### src/rtl/rf_pkg.sv
// Shared register-file widths and arbiter state encoding for the regfile
// access arbiter and its helpers.
package rf_pkg;
    localparam int RF_AW = 5;
    localparam int RF_DW = 32;

    typedef enum logic {
        IDLE   = 1'b0,
        LOCKED = 1'b1
    } arb_state_t;
endpackage

### src/rtl/rr_picker.sv
// Round-robin priority search: the first set bit of req at or after ptr
// (wrapping modulo N) wins; grant is one-hot or zero.
module rr_picker #(
    parameter int N = 2
) (
    input  logic [N-1:0]         req,
    input  logic [$clog2(N)-1:0] ptr,
    output logic [N-1:0]         grant
);
    localparam int PW = $clog2(N);

    logic [PW-1:0] idx;
    logic          found;

    always_comb begin
        grant = '0;
        found = 1'b0;
        idx   = '0;
        for (int k = 0; k < N; k++) begin
            idx = PW'((int'(ptr) + k) % N);
            if (!found && req[idx]) begin
                grant[idx] = 1'b1;
                found      = 1'b1;
            end
        end
    end
endmodule

### src/rtl/regfile_arbiter.sv
// Shares the register-file access port between N requesters, with locking,
// lock timeout and a register-0 write guard. Define RFARB_FIXED_PRIO_EN to
// replace round-robin with lowest-index-wins in the unlocked state.
module regfile_arbiter
    import rf_pkg::*;
#(
    parameter int N        = 2,
    parameter int LOCK_MAX = 16
) (
    input  logic                 clk,
    input  logic                 rst_n,
    input  logic [N-1:0]         req_valid,
    input  logic [N-1:0]         req_we,
    input  logic [N-1:0]         req_lock,
    input  logic [RF_AW*N-1:0]   req_ra1,
    input  logic [RF_AW*N-1:0]   req_ra2,
    input  logic [RF_AW*N-1:0]   req_wa,
    input  logic [RF_DW*N-1:0]   req_din,
    output logic [N-1:0]         req_ready,
    output logic [N-1:0]         rsp_valid,
    output logic [RF_DW-1:0]     rsp_r1,
    output logic [RF_DW-1:0]     rsp_r2,
    output logic                 lock_timeout,
    output logic [RF_AW-1:0]     rf_ra1,
    output logic [RF_AW-1:0]     rf_ra2,
    output logic [RF_AW-1:0]     rf_wa,
    output logic [RF_DW-1:0]     rf_din,
    output logic                 rf_we,
    input  logic [RF_DW-1:0]     rf_r1,
    input  logic [RF_DW-1:0]     rf_r2,
    output arb_state_t           arb_state
);
    localparam int PW = $clog2(N);

    arb_state_t       state;
    logic [PW-1:0]    owner;
    logic [7:0]       lock_cnt;
    logic [N-1:0]     grant;
    logic [N-1:0]     pick_grant;
    logic [PW-1:0]    gidx;
    logic             accept;
    logic             owner_release;
    logic             timeout_hit;
    logic [RF_AW-1:0] g_ra1, g_ra2, g_wa;
    logic [RF_DW-1:0] g_din;
    logic [RF_AW-1:0] held_ra1, held_ra2, held_wa;
    logic [RF_DW-1:0] held_din;

`ifdef RFARB_FIXED_PRIO_EN
    localparam logic [PW-1:0] ZERO_PTR = '0;

    rr_picker #(.N(N)) u_picker (
        .req   (req_valid),
        .ptr   (ZERO_PTR),
        .grant (pick_grant)
    );
`else
    logic [PW-1:0] rr_ptr;

    rr_picker #(.N(N)) u_picker (
        .req   (req_valid),
        .ptr   (rr_ptr),
        .grant (pick_grant)
    );

    // Pointer only advances on unlocked acceptances, including the one that takes a lock.
    always_ff @(posedge clk or negedge rst_n) begin
        if (!rst_n) begin
            rr_ptr <= '0;
        end else if (state == IDLE && accept) begin
            rr_ptr <= (gidx == PW'(N - 1)) ? '0 : gidx + PW'(1);
        end
    end
`endif

    // Grant is held at zero while reset is asserted so outputs match reset values.
    always_comb begin
        grant = '0;
        if (rst_n) begin
            if (state == IDLE) begin
                grant = pick_grant;
            end else if (req_valid[owner]) begin
                grant[owner] = 1'b1;
            end
        end
    end

    always_comb begin
        gidx = '0;
        for (int i = 0; i < N; i++) begin
            if (grant[i]) begin
                gidx = PW'(i);
            end
        end
    end

    assign accept = |grant;
    assign g_ra1  = req_ra1[int'(gidx)*RF_AW +: RF_AW];
    assign g_ra2  = req_ra2[int'(gidx)*RF_AW +: RF_AW];
    assign g_wa   = req_wa[int'(gidx)*RF_AW +: RF_AW];
    assign g_din  = req_din[int'(gidx)*RF_DW +: RF_DW];

    assign owner_release = (state == LOCKED) && accept && !req_lock[owner];
    assign timeout_hit   = (state == LOCKED) && (lock_cnt == 8'(LOCK_MAX - 1)) && !owner_release;

    assign req_ready    = grant;
    assign lock_timeout = timeout_hit;
    assign rf_ra1       = accept ? g_ra1 : held_ra1;
    assign rf_ra2       = accept ? g_ra2 : held_ra2;
    assign rf_wa        = accept ? g_wa  : held_wa;
    assign rf_din       = accept ? g_din : held_din;
    assign rf_we        = accept && req_we[gidx] && (g_wa != '0);
    assign rsp_r1       = rf_r1;
    assign rsp_r2       = rf_r2;
    assign arb_state    = state;

    always_ff @(posedge clk or negedge rst_n) begin
        if (!rst_n) begin
            state     <= IDLE;
            owner     <= '0;
            lock_cnt  <= '0;
            rsp_valid <= '0;
            held_ra1  <= '0;
            held_ra2  <= '0;
            held_wa   <= '0;
            held_din  <= '0;
        end else begin
            rsp_valid <= grant;
            if (accept) begin
                held_ra1 <= g_ra1;
                held_ra2 <= g_ra2;
                held_wa  <= g_wa;
                held_din <= g_din;
            end
            if (state == IDLE) begin
                if (accept && req_lock[gidx]) begin
                    state    <= LOCKED;
                    owner    <= gidx;
                    lock_cnt <= '0;
                end
            end else begin
                // A timeout wins over a lock request from the owner in the same cycle.
                if (owner_release || timeout_hit) begin
                    state    <= IDLE;
                    lock_cnt <= '0;
                end else begin
                    lock_cnt <= lock_cnt + 8'(1);
                end
            end
        end
    end
endmodule

### config.mk
export PLATFORM = sky130hd
export DESIGN_NAME = regfile_arbiter
export DESIGN_NICKNAME = d
export VERILOG_FILES = /design/src/rtl/rf_pkg.sv /design/src/rtl/rr_picker.sv /design/src/rtl/regfile_arbiter.sv
export SDC_FILE = /design/constraint.sdc
export NUM_CORES = 1
export LEC_CHECK = 0
export CORE_MARGIN = 2
export CORE_UTILIZATION = 29
export CTS_CLUSTER_SIZE = 30
export DETAILED_ROUTE_END_ITERATION = 6
export PLACE_DENSITY_LB_ADDON = 0.12
export SLEW_MARGIN = 25
export SYNTH_ARGS = -nofsm -noshare
export SYNTH_HDL_FRONTEND = slang
export SYNTH_SLANG_ARGS = --single-unit
### constraint.sdc
create_clock -name clk -period 1.76 [get_ports clk]
set_clock_uncertainty 0.1 [all_clocks]
set_input_delay 0.264 -clock clk [delete_from_list [all_inputs] [get_ports clk]]
set_output_delay 0.264 -clock clk [all_outputs]
set_load 0.005 [all_outputs]
[Word level (Yosys, flattened, before mapping)]
Cells that the tools add are included.
Cells by class
  $add $sub $neg: 3
  multiply operators: 1
  magnitude comparators: 7
  eq/ne operators: 1
  shift operators: 4
  mux-type cells: 36
  bitwise operators: 2
  reductions and logical operators: 20
Operators by type and width (count)
  $shiftx 10x32->5: 2
  $shiftx 64x7->32: 1
  $mux 32: 1
  $mux 8: 3
  $mux 1: 21
  $mux 5: 3
  $logic_and 1x1->1: 12
  $mux 2: 5
  $shiftx 10x5->5: 1
  $add 8x1->8 const B: 1
  $eq 8x4->1 const B: 1
  $lt 1x2->1 const B: 4
  $reduce_bool 5->1: 1
  $mul 1x3->4 const B: 1
  $demux 1 s1: 3
  $ge 1x1->1 const B: 3
  $logic_not 1->1: 3
  $add 1x1->1 const B: 2
  $or 2x2->2: 1
  $reduce_and 2->1: 1
  $reduce_bool 2->1: 1
  $reduce_or 2->1: 1
  $logic_or 1x1->1: 1
  $not 1->1: 1
Storage, ports and cells
  bits in registers: 60
  input port bits: 166
  output and inout port bits: 118
  logic and storage cells: 83

[Logic depth before layout (Yosys ltp)]
Gate-level depths: netlist (run 1).
  depth in word-level cells: 17
  mapped depth: 7
  depth with buffers taken out: 6

[By module]
A second synthesis (run 1) with hierarchy kept.
Second synthesis, totals
  cell total of the unflattened synthesis: 353
  area, all modules: 3409.5 sq um
Modules (own cells, without submodules)
  regfile_arbiter: instances 1, cells each 350, area each 3390.8 sq um, sequential area each 1501.4 sq um
  rr_picker: instances 1, cells each 3, area each 18.8 sq um, sequential area each 0.0 sq um

[Worst setup path after synthesis (run 1)]
Ideal clock, no wire load.
  path type: reg2out
  from: reg lock_cnt[0]
  to: out lock_timeout
  arrival: 1486 ps
  data required time: 1396 ps
  path slack: -90 ps
  cell stages (with the launch flop): 7
  path buffers: 1
  cells stage by stage: dfrtp_1 > ha_1 > nand3_1 > nand2b_1 > or4_1 > buf_2 > nor2b_1
Between the ends
  word-level cells in the longest chain between the ends: 3
RTL lines
  start, declared: line regfile_arbiter.sv:37  | logic [7:0] lock_cnt;
  start signal, assigned: line regfile_arbiter.sv:147  | lock_cnt <= lock_cnt + 8'(1);
  $eq 8x4->1: line regfile_arbiter.sv:104  | assign timeout_hit = (state == LOCKED) && (lock_cnt == 8'(LOCK_MAX - 1)) && !owner_release;
  $logic_and 1x1->1 (2 in series): line regfile_arbiter.sv:104
  end, declared: line regfile_arbiter.sv:23  | output logic lock_timeout,
No other way between the ends.

[Worst setup path in the final report (run 1)]
  from: reg state (netlist: arb_state)
  to: out rf_din[19]
Between the ends
  word-level cells in the longest chain between the ends: 5
  elaborated cells between the ends (all ways): 6
  classes of those cells: 1 x shift; 4 x mux; 1 x reduce/logical
RTL lines
  start, declared: line regfile_arbiter.sv:35  | arb_state_t state;
  start signal, assigned: line regfile_arbiter.sv:119  | state <= IDLE;
  start signal, assigned: line regfile_arbiter.sv:137  | state <= LOCKED;
  start signal, assigned: line regfile_arbiter.sv:144  | state <= IDLE;
  $mux 2 *: line regfile_arbiter.sv:80  | if (state == IDLE) begin
  $mux 2 *: line regfile_arbiter.sv:79  | if (rst_n) begin
  $mux 1: line regfile_arbiter.sv:91  | if (grant[i]) begin
  $shiftx 64x7->32: line regfile_arbiter.sv:101  | assign g_din = req_din[int'(gidx)*RF_DW +: RF_DW];
  $mux 32 *
  end, declared: line regfile_arbiter.sv:27  | output logic [RF_DW-1:0] rf_din,
Mark *: on every way between the ends. The rest lies on a longest branch, timed or not.

==> results of run 1 <==
-- synthesized netlist by cell type --
library cell and number:
a21boi_2 1, a21oi_1 3, a221oi_4 1, a22oi_1 43, a31oi_1 3, a32o_1 1, and2b_1 1, and3_1 1
buf_2 9, buf_4 67, buf_6 6, dfrtp_1 60, ha_1 1, inv_1 4, mux2i_1 6, nand2_1 100
nand2_2 1, nand2b_1 2, nand3_1 5, nor2_1 1, nor2_2 1, nor2b_1 2, nor2b_4 1, nor3_2 1
nor3b_1 1, o2111ai_1 2, o211ai_1 4, o21ai_0 2, o21ai_1 8, o21ba_1 1, o22ai_1 3, or2_2 1
or3_1 1, or4_1 3, xnor2_1 1
-- power breakdown --
| group | switching (mW) | internal (mW) | leakage, nW |
|---|---|---|---|
| Sequential | 0.282 | 1.98 | 0.746 |
| Combinational | 2.03 | 3.02 | 1.98 |
| Clock | 0.615 | 0.980 | 0.135 |
-- path summary, 6_finish.rpt --
kind                                   startpoint                      end  slack, ns  cells after the start
max                           arb_state$_DFF_PN0_               rf_din[19]      -0.64                     10
min                                         rst_n  lock_cnt[7]$_DFFE_PN0P_     -0.008                      2
max reg2reg                   arb_state$_DFF_PN0_   held_din[19]$_DFF_PN0_      -0.29                     12
min reg2reg                held_din[13]$_DFF_PN0_   held_din[13]$_DFF_PN0_       0.36                      2
max in group asynchronous                   rst_n   held_din[13]$_DFF_PN0_       0.86                      3
min in group clk                     req_valid[0]       rr_ptr$_DFFE_PN0P_       0.33                      3
-- final cells by class --
class	count	area, sq um
Fill cell	1005	4800
Timing Repair Buffer	279	2640
Multi-Input combinational cell	202	1530
Sequential cell	60	1500
Clock buffer	11	243
Tap cell	140	175
Clock inverter	5	27.5
Inverter	4	15.0
-- state kept, by name (all words and copies together) (netlist names) --
name / count
arb_state: 1
owner: 1
rsp_valid: 2
held_din: 32
held_wa: 5
lock_cnt: 8
held_ra2: 5
held_ra1: 5
rr_ptr: 1
-- routing by layer --
metal / track usage / vias to the layer above
met1: 0.180 / 1562
li1: - / 1546
met3: 0.0394 / 29
met2: 0.265 / 122
met5: 0 / -
met4: 0.0696 / 0
-- cells by family after synthesis --
family / Yosys count / share of synthesized area
compound gates: 72 / 0.162
simple gates: 122 / 0.160
buf+inv: 86 / 0.193
flops: 60 / 0.460
xor+xnor: 1 / 0.00268
mux: 6 / 0.0184
fa+ha+maj: 1 / 0.00383
-- repair_timing --
action / in CTS / in global routing
pin swaps: 13 / 48
hold buffers: 1 / 0
setup endpoints to repair: 61 / 67
hold endpoints to repair: 22 / 0
resized for setup: 99 / 225
setup buffers: 10 / 53
cloned: 1 / 4
-- layout by cell type (no fill, tap or decap), types with 2 or more instances in the layout --
cell	count
clkdlybuf4s50_1	100
buf_4	81
dfrtp_1	59
nand2_1	47
nand2_2	41
buf_6	41
a22oi_2	22
a22oi_1	21
buf_2	20
clkbuf_2	14
clkbuf_16	13
nand2_4	12
o21ai_1	7
buf_12	7
mux2i_1	6
buf_8	6
inv_1	4
o211ai_1	4
nand3_1	4
clkinv_2	4
a21oi_1	3
nor2b_4	2
o21ai_2	2
o22ai_1	2
or4_1	2
a31oi_1	2
o2111ai_1	2
dlygate4sd2_1	2
dlymetal6s2s_1	2
-- stage by stage --
step,TNS (ns),instances
floorplan,-0.170,348
CTS,-34.13,649
finish,-28.50,701
detailed placement,-57.48,621
global route,-35.03,701
global placement,-54.16,621
==> metrics, run 1 <==
utilization after layout=0.561; CP max stage delay=0.44 ns; core area=0.0109 sq mm; vias in the first global route=3017; gr usage total=0.154; Worst-Skew Late Latency=0.32 ns; Iter 0 DRT Violations=114; CP most frequent cell=buf_6; power per cell area=1450 mW/mm^2; final wirelength=10600 um; row count=38; Yosys top cell by area=dfrtp_1; Inserted Clock Buffers=9; final instance area=0.00613 sq mm; CTS Buffer Depth=2; layout cells sized above 1=0.504; clk sink count=60; maxcap violations=0; final slew viol count=0; setup ws final=-0.645 ns; Gate Count Post-Synth=348; VDD IR max=0.000646 V; CP Data Required Time=1.40 ns; Die Ht=110 um; DP Worst Slack=-0.916 ns; Synth top area share=0.460; violations in the final reports=hold timing, setup timing; clock-pin slew on the worst setup and hold paths=0.06 ns; Syn Nets=515; delay-heaviest family, CP=buffers and inverters; outcome=finished with violations; HP Class=input port to async pin; YS warnings=0; Worst setup EP type=output pin; post-DR wirelength/cell=15.1 um; Worst Tran Pin Value=0.506 ns; Overflow after GRT=0; Slew HR=0.662; Routed Antenna Nets=0; register bit total from synthesis=60; routed wl met3=766 um; CTS tree=yes; dpl hpwl=7170 um; Mapped Area=0.00327 sq mm; Final setup viols=83; Crit path buffers/inverters=5; drt pass-1 iters=5; Fin Hold WS=-0.00819 ns; Total Power Consumption=8.91 mW; initial antenna violation count=0; # DRC=0; DR top layer=met4; DR WL met2=5420 um; Vias=3259; met1 WL=4240 um; I/O Pins=284; global-route wire length before repair=14400 um; CP Class=flop to output pin; Leakage Power=2.86 nW; pin count of the biggest net entering global routing=39; top cells by area, synth=dfrtp_1, buf_4, nand2_1; CTS H-tree depth=3; maximum clock rate=416 MHz; synth unique cells=35; area delta synth->final=87.8%; Avg Vias per Cell=4.65; Ant. Diodes=0; CP arrival=2.04 ns; global placement routability congestion=0.755; Root Driver=clkbuf_16; cells along the critical path=nor2b_4 > o21ba_4 > nor2_4 > buf_6 > clkbuf_16 > buf_6 > buf_6 > nand2_2 > nand2_2 > clkbuf_2; Initial Util=0.299; RSZ-0062 raised after global routing=yes; Post-DP Area=0.00490 sq mm; nets=723; Final period util=1.37; Final Hold Vio Count=15; CP max FO=5; Final min period=2.40 ns; die area=0.0121 sq mm; post-synthesis sequential area ratio=0.460; port bufs=155; CP startpoint kind=flop; Die X=110 um; Crit-path slowest cell=dfrtp_2; syn_area_per_cell=9.38 sq um
Note: power is estimated with default switching activity, not from simulation.
==> run 2, diff against run 1 <==
HOLD_SLACK_MARGIN = 0.03   (was unset)
TNS_END_PERCENT = 100   (was unset)
==> run 2 against run 1 <==
Effect of this change: the run ends with setup timing left; maximum frequency down 0.10%; largest cell class unchanged; critical path depth is the same; routed wire length rose by 0.47%; combinational power about the same; register-to-register slack about the same; final cell count did not move; first-iteration DRC count fell by 11%; global-route usage about the same; utilization is essentially flat; total power about the same; sequential share of layout area about the same; setup slack lost 0.0024 ns.
==> metrics, run 2 (synthesis results as in run 1) <==
utilization after layout=0.561 (about the same); dpl hpwl=7170 um (unchanged); Overflow after GRT=0 (unchanged); final wirelength=10700 um (+0.47%); pin count of the biggest net entering global routing=39 (unchanged); area delta synth->final=87.9% (about the same); Gate power share=0.567 (about the same); largest registers=held_din x32, lock_cnt x8; dpl cells=621 (unchanged); final slew viol count=0 (unchanged); Crit-path slowest cell=dfrtp_2; layout cells sized above 1=0.504 (unchanged); CTS tree=yes; Final Hold Vio Count=0 (-15); Slew HR=0.663 (about the same); violations in the final reports=setup timing; Final setup viols=83 (unchanged); Final min period=2.41 ns (+0.00242 ns); power per cell area=1450 mW/mm^2 (about the same); setup ws final=-0.647 ns (-0.00242 ns); maxcap violations=0 (unchanged); Leakage Power=2.86 nW (about the same); Die Ht=110 um (unchanged); cells along the critical path=nor2b_4 > o21ba_4 > nor2_4 > buf_6 > clkbuf_16 > buf_6 > buf_6 > nand2_2 > nand2_2 > clkbuf_2; clock power share=0.179 (about the same); Ant. Diodes=0 (unchanged); max FFs per register=32 (unchanged); Post-DP Area=0.00490 sq mm (unchanged); initial antenna violation count=0 (unchanged); maximum clock rate=415 MHz (-0.10%); NetSw=2.93 mW (+0.16%); most frequent cells in the layout=clkdlybuf4s50_1, buf_4, dfrtp_1; Worst Tran Pin Value=0.506 ns (-0.000313 ns); Int Power=5.98 mW (about the same); vias in the first global route=3023 (+0.20%); post-DR wirelength/cell=15.2 um (+0.47%); clk sink count=60 (unchanged); port bufs=155 (unchanged); Iter 0 DRT Violations=101 (-11%); I/O Pins=284 (unchanged); VDD IR max=0.000646 V (about the same); Worst-Skew Late Latency=0.32 ns (about the same); Avg Vias per Cell=4.67 (+0.46%); gr usage total=0.154 (+0.000373); CP Data Required Time=1.40 ns (about the same); nets=723 (unchanged); Final period util=1.37 (+0.00138); Die X=110 um (unchanged); HP Class=input port to flop; Setup TNS Final=-28.64 ns (-0.137 ns); row count=38 (unchanged); Initial Util=0.299 (unchanged); RSZ-0062 raised after global routing=yes; final instance area=0.00614 sq mm (about the same); Sequential Power Share=0.254 (about the same); drt pass-1 iters=4 (-1); CP max stage delay=0.44 ns (about the same); global placement routability congestion=0.755 (unchanged); CP Class=flop to output pin; core area=0.0109 sq mm (unchanged); hold path depth=3; Root Driver=clkbuf_16; CTS H-tree depth=3 (unchanged); CP most frequent cell=buf_6; CTS Buffer Depth=2 (unchanged); most common cell after layout, fill and taps aside=clkdlybuf4s50_1; die area=0.0121 sq mm (unchanged); Inserted Clock Buffers=9 (unchanged); CP arrival=2.04 ns (about the same); CP startpoint kind=flop; clock-pin slew on the worst setup and hold paths=0.06 ns (about the same); Worst setup EP type=output pin; global-route wire length before repair=14500 um (+0.15%); worst r2r path cells=12 (unchanged); Routed Antenna Nets=0 (unchanged); Vias=3274 (+0.46%); outcome=finished with violations; sw frac=0.329 (about the same); Finished Layout Cells=701 (unchanged); largest reg by FF count=held_din; CP max FO=5 (unchanged); # DRC=0 (unchanged)
## run 2: cell counts in the layout (fill, tap and decap cells not counted)
Identical to the previous run, type by type.
## run 2: worst max-delay path: cells and delay by family (launching register included)
| family | cells | cell delay (ns) |
|---|---|---|
| and+or+nand+nor | 4 | 0.49 |
| DFF | 1 | 0.44 |
| AOI/OAI and AO/OA | 1 | 0.24 |
| buffers and inverters | 5 | 0.54 |
## run 2: final timing paths
path	start	endpoint	slack, ns
min reg2reg	held_din[13]$_DFF_PN0_	held_din[13]$_DFF_PN0_	0.36
max	arb_state$_DFF_PN0_	rf_din[19]	-0.65
max reg2reg	arb_state$_DFF_PN0_	held_din[19]$_DFF_PN0_	-0.29
max in group asynchronous	rst_n	arb_state$_DFF_PN0_	0.55
min in group asynchronous	rst_n	rr_ptr$_DFFE_PN0P_	0.51
min	req_valid[0]	rr_ptr$_DFFE_PN0P_	0.33
## run 2: per-stage QoR
stage                     hold WS (ns)  power [mW]  worst slack [ns]
after floorplan                 -0.132        3.67           -0.0515
after global placement           0.254        5.88            -0.870
after detailed placement         0.261        5.92            -0.916
after CTS                        0.313        7.65            -0.823
after global routing             0.380        9.48            -0.732
final                            0.328        8.91            -0.647
## run 2: repair_timing
action,4_1_cts,5_1_grt
setup buffers,10,53
cloned,1,4
pin swaps,13,48
hold buffers,1,0
setup endpoints to repair,61,68
gates resized for setup,99,226
endpoints found under the hold margin,60,0
## run 2: area by class of cell
| type | instances | area [sq um] |
|---|---|---|
| Inverter | 4 | 15.0 |
| Fill cell | 1005 | 4800 |
| Tap cell | 140 | 175 |
| Sequential cell | 60 | 1500 |
| Timing Repair Buffer | 279 | 2640 |
| Multi-Input combinational cell | 202 | 1530 |
| Clock buffer | 11 | 243 |
| Clock inverter | 5 | 27.5 |
## run 2: power by group through the flow
stage | combinational [mW] | clock [mW] | sequential, mW
after floorplan | 1.49 | 0 | 2.18
after global placement | 3.70 | 0 | 2.17
after detailed placement | 3.74 | 0 | 2.19
after CTS | 3.83 | 1.65 | 2.18
after global routing | 5.45 | 1.70 | 2.33
final | 5.05 | 1.60 | 2.27
## run 2: layer usage
layer  track usage  part of all wire  up-vias
met3        0.0400             0.077       31
met2         0.265              0.51      129
li1              -                 -     1546
met4        0.0723             0.019        0
met5             0                 0        -
met1         0.179              0.39     1568
==> run 3, diff against run 2 <==
CTS_CLUSTER_DIAMETER = 30   (was unset)
MAX_ROUTING_LAYER = met4   (was unset)
==> run 3 against run 2 <==
Effect of this change: the run now fails in detailed routing (5_2_route); global-route usage is 0.47 points higher; synthesized cell count unchanged; synthesized area did not move.
==> metrics, run 3 <==
Yosys top cell by area=dfrtp_1; Synth top area share=0.460 (unchanged); Overflow after GRT=0 (unchanged); global-route wire length before repair=14400 um (-0.19%); row count=38 (unchanged); register bit total from synthesis=60 (unchanged); top-count cell post-synth=nand2_1; syn_area_per_cell=9.38 sq um (unchanged); outcome=aborted with a tool error; Mapped Area=0.00327 sq mm (unchanged); post-synthesis sequential area ratio=0.460 (unchanged); ys async rst share=1.00 (unchanged); Die X=110 um (unchanged); I/O Pins=284 (unchanged); dpl cells=621 (unchanged); Syn Nets=515 (unchanged); Die Ht=110 um (unchanged); vias in the first global route=3033 (+0.33%); EDFF count, synth=0 (unchanged); GRT worst endpoint=rf_din[19]; commonest cells in the netlist=nand2_1, buf_4, dfrtp_1; initial antenna violation count=0 (unchanged); dpl hpwl=7170 um (unchanged); top cells by area, synth=dfrtp_1, buf_4, nand2_1; Initial Util=0.299 (unchanged); run-stopping error=[ERROR DRT-0255] Maze Route cannot find path of net rf_r1[1] in worker of routeBox ( 96600 96600 ) ( 110115 110115 ).; Main synth FF type=dfrtp_1; clk sink count=60 (unchanged); CTS H-tree depth=3 (unchanged); CTS Buffer Depth=2 (unchanged); YS warnings=0 (unchanged); synth unique cells=35 (unchanged); gr usage total=0.159 (+0.00467); port bufs=155 (unchanged); pin count of the biggest net entering global routing=39 (unchanged); Root Driver=clkbuf_16; DP Worst Slack=-0.916 ns (unchanged); WEP type=output port; global placement routability congestion=0.765 (+1.3%); Gate Count Post-Synth=348 (unchanged); Failed at=detailed routing (5_2_route); Inserted Clock Buffers=9 (unchanged)
## run 3: cell counts after synthesis
Identical to the previous run, type by type.
## run 3: kinds of logic after synthesis
| kind of cell | share of synthesized area |
|---|---|
| fa+ha+maj | 0.00383 |
| buf+inv | 0.193 |
| xor+xnor | 0.00268 |
| compound gates | 0.162 |
| simple gates | 0.160 |
| flops | 0.460 |
| mux | 0.0184 |
## run 3: what timing repair did
action,CTS,global route
cloned,1,4
endpoints found under the setup margin,61,68
gates resized for setup,99,226
hold buffers,1,0
hold endpoints to repair,60,0
pin swaps,13,48
setup buffers,10,53
## run 3: through the flow
| step | TNS, ns | area [sq um] |
|---|---|---|
| after global placement | -54.16 | 4900 |
| after global routing | -35.12 | 6140 |
| after detailed placement | -57.48 | 4900 |
| after floorplan | -0.170 | 3330 |
| after CTS | -34.13 | 5360 |
## run 3: metal layers
metal	GRT usage
met3	0.0388
met2	0.265
met1	0.181
met4	0.0723
met5	-
==> run 4, diff against run 3 <==
CORE_AREA = 2 2 111 113   (was unset)
CORE_MARGIN = unset   (was 2)
CORE_UTILIZATION = unset   (was 29)
CTS_CLUSTER_DIAMETER = unset   (was 30)
CTS_CLUSTER_SIZE = unset   (was 30)
DIE_AREA = 0 0 113 115   (was unset)
HOLD_SLACK_MARGIN = unset   (was 0.03)
MAX_ROUTING_LAYER = unset   (was met4)
PLACE_DENSITY_LB_ADDON = 0.15   (was 0.12)
clock period = 2.3 ns   (was 1.76 ns; I/O delays follow)
==> run 4 against run 3 <==
Effect of this change: the flow now finishes, with violations (DRC, setup timing); global-route usage up 2.6 points.
==> metrics, run 4 (synthesis results as in run 1) <==
worst r2r path cells=15; dpl hpwl=6830 um (-4.7%); Overflow after GRT=0 (unchanged); max FFs per register=32; most common cell after layout, fill and taps aside=buf_4; reg-to-reg endpoint=held_ra1[2]$_DFF_PN0_; fillers=1021; CP arrival=2.60 ns; final slew viol count=0; FF/Latch Area=0.00150 sq mm; VDD IR max=0.000517 V; CP Class=flop to flop; Worst-Skew Late Latency=0.32 ns; Final period util=1.08; clock power share=0.174; die area=0.0130 sq mm; DP Worst Slack=-0.542 ns (+0.374 ns); Vias=3521; most frequent cells in the layout=buf_4, clkdlybuf4s50_1, nand2_2; Int Power=5.73 mW; row count=40 (+5.3%); outcome=finished with violations; gr usage total=0.185 (+0.0258); Gate power share=0.614; setup ws final=-0.184 ns; global-route wire length before repair=18800 um (+30%); Avg Vias per Cell=4.60; clock-pin slew on the worst setup and hold paths=0.06 ns; r2r setup slk=-0.18 ns; Die Ht=115 um (+4.4%); HP Class=input port to async pin; CTS H-tree depth=3 (unchanged); vias in the first global route=3715 (+22%); Worst Tran Pin Value=0.527 ns; final wirelength=12300 um; area delta synth->final=107%; drt pass-1 iters=7; Routed Antenna Nets=0; Final setup viols=52; pin count of the biggest net entering global routing=41 (+5.1%); CP Data Required Time=2.42 ns; Crit-path slowest cell=dfrtp_1; cells along the critical path=buf_6 > nor3b_4 > nor3_4 > buf_6 > buf_8 > buf_12 > a22oi_2 > nand2_2 > buf_4 > buf_4 > buf_4 > buf_4 > buf_6 > buf_6 > buf_4; Slew HR=0.649; global placement routability congestion=0.787 (+2.8%); Sequential Power Share=0.212; multi-input logic area=0.00163 sq mm; layout cells sized above 1=0.598; Die X=113 um (+2.6%); maximum clock rate=403 MHz; CP startpoint kind=flop; Iter 0 DRT Violations=134; CTS Buffer Depth=2 (unchanged); Critical R2R Launch=arb_state$_DFF_PN0_; maxcap violations=0; power per cell area=1240 mW/mm^2; Fin Hold WS=0.0535 ns; CTS tree=yes; Final Hold Vio Count=0; CP most frequent cell=buf_4; port bufs=155 (unchanged); Initial Util=0.276 (-0.0221); Final min period=2.48 ns; Leakage Power=3.18 nW; Ant. Diodes=0; sw frac=0.313; violations in the final reports=DRC, setup timing; largest reg by FF count=held_din; # DRC=19; RSZ-0062 raised after global routing=yes; initial antenna violation count=0 (unchanged); Root Driver=clkbuf_16; I/O Pins=284 (unchanged); CP max stage delay=0.38 ns; Inserted Clock Buffers=9 (unchanged); core area=0.0118 sq mm; post-DR wirelength/cell=16.1 um; largest registers=held_din x32, lock_cnt x8; NetSw=2.62 mW; nets=781; CP max FO=6; Worst setup EP type=flop; clk sink count=60 (unchanged)
-- run 4: per-stage QoR --
step,setup TNS [ns],power [mW],cells,instance area (sq um),util
after floorplan,0,2.77,348,3270,-
after global placement,-22.53,4.53,623,4840,0.410
after detailed placement,-24.24,4.56,623,4840,0.410
after CTS,-4.69,8.00,761,6580,0.557
after global routing,-8.37,8.84,766,6750,0.572
final,-3.16,8.35,766,6750,0.572
-- run 4: layout make-up --
type	instances	area share
Timing Repair Buffer	337	0.459
Sequential cell	60	0.222
Clock inverter	4	0.0108
Tap cell	147	0.0272
Multi-Input combinational cell	202	0.242
Inverter	4	0.00222
Clock buffer	12	0.0365
-- run 4: power groups by stage --
| stage | Sequential (mW) | Clock, mW | Combinational [mW] |
|---|---|---|---|
| 5_1_grt | 1.81 | 1.54 | 5.49 |
| 6_report | 1.77 | 1.45 | 5.13 |
| 3_5_place_dp | 1.67 | 0 | 2.89 |
| 2_1_floorplan | 1.66 | 0 | 1.11 |
| 3_3_place_gp | 1.66 | 0 | 2.87 |
| 4_1_cts | 1.75 | 1.49 | 4.77 |
-- run 4: worst max-delay path by stage --
stage                                        from               endpoint  slack, ns  cells past startpoint
final                         arb_state$_DFF_PN0_  held_ra1[2]$_DFF_PN0_      -0.18                     15
after global routing          arb_state$_DFF_PN0_              rf_din[3]      -0.23                     11
after CTS                     arb_state$_DFF_PN0_             rf_din[31]      -0.12                      8
after detailed placement             req_valid[0]              rf_ra2[1]      -0.54                      7
after global placement               req_valid[0]             rf_din[11]      -0.51                      7
after floorplan           lock_cnt[0]$_DFFE_PN0P_           lock_timeout       0.37                      6
-- run 4: metal layers --
layer  vias to the layer above  global-route usage  routed length (um)
met5                         -                   0                   0
met4                         0              0.0724                 248
met3                        24              0.0422                 820
met2                       136               0.345                6650
met1                      1696               0.204                4590
li1                       1665                   -                   -
-- run 4: repair_timing --
action | in CTS | in global routing
hold buffers | 1 | 0
hold endpoints to repair | 21 | 0
setup buffers | 114 | 11
gates cloned | 8 | 1
endpoints found under the setup margin | 51 | 67
gates resized for setup | 348 | 61
pin swaps | 66 | 34
-- run 4: critical path: cells and delay by family (launching register included) --
family	cells	cell delay, ns
DFF	1	0.38
buffers and inverters	11	1.36
AOI/OAI and AO/OA	1	0.18
and+or+nand+nor	3	0.36
==> edit, RTL diff (flow settings as in run 1) <==
Reset style: synchronous (`rst_n`), changed in 2 clocked blocks.
--- a/src/rtl/regfile_arbiter.sv
+++ b/src/rtl/regfile_arbiter.sv
@@ -66,3 +66,3 @@
     // Pointer only advances on unlocked acceptances, including the one that takes a lock.
-    always_ff @(posedge clk or negedge rst_n) begin
+    always_ff @(posedge clk) begin
         if (!rst_n) begin
@@ -116,3 +116,3 @@
 
-    always_ff @(posedge clk or negedge rst_n) begin
+    always_ff @(posedge clk) begin
         if (!rst_n) begin
Formal check against the unedited RTL: differs if rst_n is asserted again (counterexample within 4 cycles, from zero or initial values and one cycle with rst_n low); with rst_n held inactive, the same outputs for 4 cycles.
==> edit against run 1 <==
  * The run ends with setup timing left
  * Register-to-register slack better by 20 ps
  * Sequential cell count unchanged
  * Die area grew 12%
  * Routed wire length up 18%
  * Synthesized area increased by 12%
  * First-iteration DRC count rose by 2.6%
  * Setup slack better by 73 ps
  * Cell area increased by 16%
  * Count of clock-buffer cells in the layout unchanged
  * Critical path type unchanged
Power is not compared: it rests on default switching activity, and its combinational part moved more than twofold at a synthesized area within 25%.
==> edit: results (changes against run 1) <==
sta:
  final.setup.worst_slack_ps: -571.7  # +73.24 ps
  setup_viol: 102  # +23%
  slew_headroom_pct: 49.27  # -17 points
layout:
  layout.nets: 784  # +8.4%
  antenna_cells: 0  # unchanged
  instances_no_fill: 794  # +13%
  drive_gt1_share_pct: 53.54  # +3.1 points
  fillers: 1123  # +12%
  syn_to_final_growth_pct: 94.63
cts:
  ctsLongestPathBuffers: 2  # unchanged
  cts_made_buffers: 9  # unchanged
  clk-insertion-delay-late_ps: 320  # about the same
logic_synthesis:
  synth_common_cells: "99 x a21oi_1, 71 x buf_4, 60 x dfxtp_1"
  synthTopCellsByArea: "dfxtp_1 33%, buf_4 15%, a21oi_1 14%"
  synth_nets: 585  # +14%
  yosysWarnings: 0  # unchanged
  synth_compound_area_share_pct: 28.69  # +12 points
  synthFlopType: "dfxtp_1"
  ys_types: 46  # +31%
  yosysSeqAreaShare_pct: 32.83  # -13 points
  synthMuxAreaShare_pct: 13.17  # +11 points
  synthXorXnorAreaFrac_pct: 0.4788  # +0.21 points
  synthArstFlopShare_pct: 0  # -100 points
  synth-adder-area-share_pct: 0.3420  # -0.041 points
  syn_inst: 418  # +20%
hold_path:
  hold_path_class: "primary input to flop"
routing:
  wl_met2_um: 6531  # +21%
  drt-met1-wl_um: 5054  # +19%
  totalWireLength_um: 12560  # +18%
  met3_length_um: 844  # +10%
  drtAntennaViolNets: 0  # unchanged
  drt_iter0_markers: 117  # +2.6%
  vias_per_cell: 4.887  # +5.1%
  first_pass_iters: 4  # -1
power:
  power_clock_mw: 1.89
  seq-power_mw: 1.49
  power_switching_mw: 1.401
global_route:
  grt_max_degree: 51  # +31%
  grt_pass1_wl_um: 18690  # +29%
  met1_usage_pct: 20.74  # +2.8 points
  antenna_found_initial: 0  # unchanged
  grt_usage_pct: 17.57  # +2.2 points
  grt_pass1_vias: 3886  # +29%
  grt_util_met2_pct: 30.58  # +4.1 points
  use_met3_pct: 5.864  # +1.9 points
setup_path:
  crit_slowest_cell: "dfxtp_4"
  slowest_delay_ps: 360  # -80 ps
  cp.arrival_ps: 1970  # -70 ps
  crit_fanout: 6  # +1
placed_design:
  place_inst: 746  # +20%
  io_buffers: 155  # unchanged
  gp_congestion: 0.7821  # +3.5%
  hpwl_um: 8175  # +14%
status:
  status: "complete, but fails checks"
  failed_checks: "setup timing"
-- edit: metrics by stage --
stage	setup TNS (ps)	power (mW)	worst slack (ps)	area, um^2	utilization [%]
2_1_floorplan	-370.6	2.150	-10.93	3697	-
3_3_place_gp	-72670	2.854	-1031	5619	45.08
3_5_place_dp	-72900	2.864	-1051	5619	45.08
4_1_cts	-34070	4.939	-671.2	6556	52.59
5_1_grt	-37470	5.391	-640.5	7121	57.12
6_report	-30710	5.139	-571.7	7121	57.12
-- edit: worst paths after layout --
check / start / endpoint / slack (ps) / depth (start not counted)
worst min register to register: lock_cnt[0]$_SDFFE_PN0P_ / lock_cnt[0]$_SDFFE_PN0P_ / 430 / 1
worst min-delay path: req_valid[1] / rr_ptr$_SDFFE_PN0P_ / 400 / 3
worst max-delay path: arb_state$_SDFF_PN0_ / rf_wa[3] / -570 / 7
worst max register to register: arb_state$_SDFF_PN0_ / held_din[27]$_SDFF_PN0_ / -270 / 9
-- edit: critical path: cells and delay by family, from the launching register on --
family                 cells  cell delay (ps)
buffers and inverters      3              510
AND/OR/NAND/NOR            2              410
multiplexers               1              280
flip-flops                 1              360
AO/OA/AOI/OAI              1               80
-- edit: repair_timing --
| item | 4_1_cts | 5_1_grt |
|---|---|---|
| buffers inserted | 30 | 25 |
| cloned | 3 | 2 |
| endpoints found under the setup margin | 107 | 108 |
| resized for setup | 151 | 249 |
| pin swaps | 15 | 61 |
| hold buffers | 0 | 0 |
-- edit: cell type report --
type	count	area (um^2)	area share [%]
repair buffers	289	2679	37.62
multi-input cells	254	2689	37.76
clock inverters	5	75.07	1.054
flip-flops and latches	60	1207	16.96
inverters	3	12.51	0.1757
clock buffers	11	242.7	3.409
well taps	172	215.2	3.022
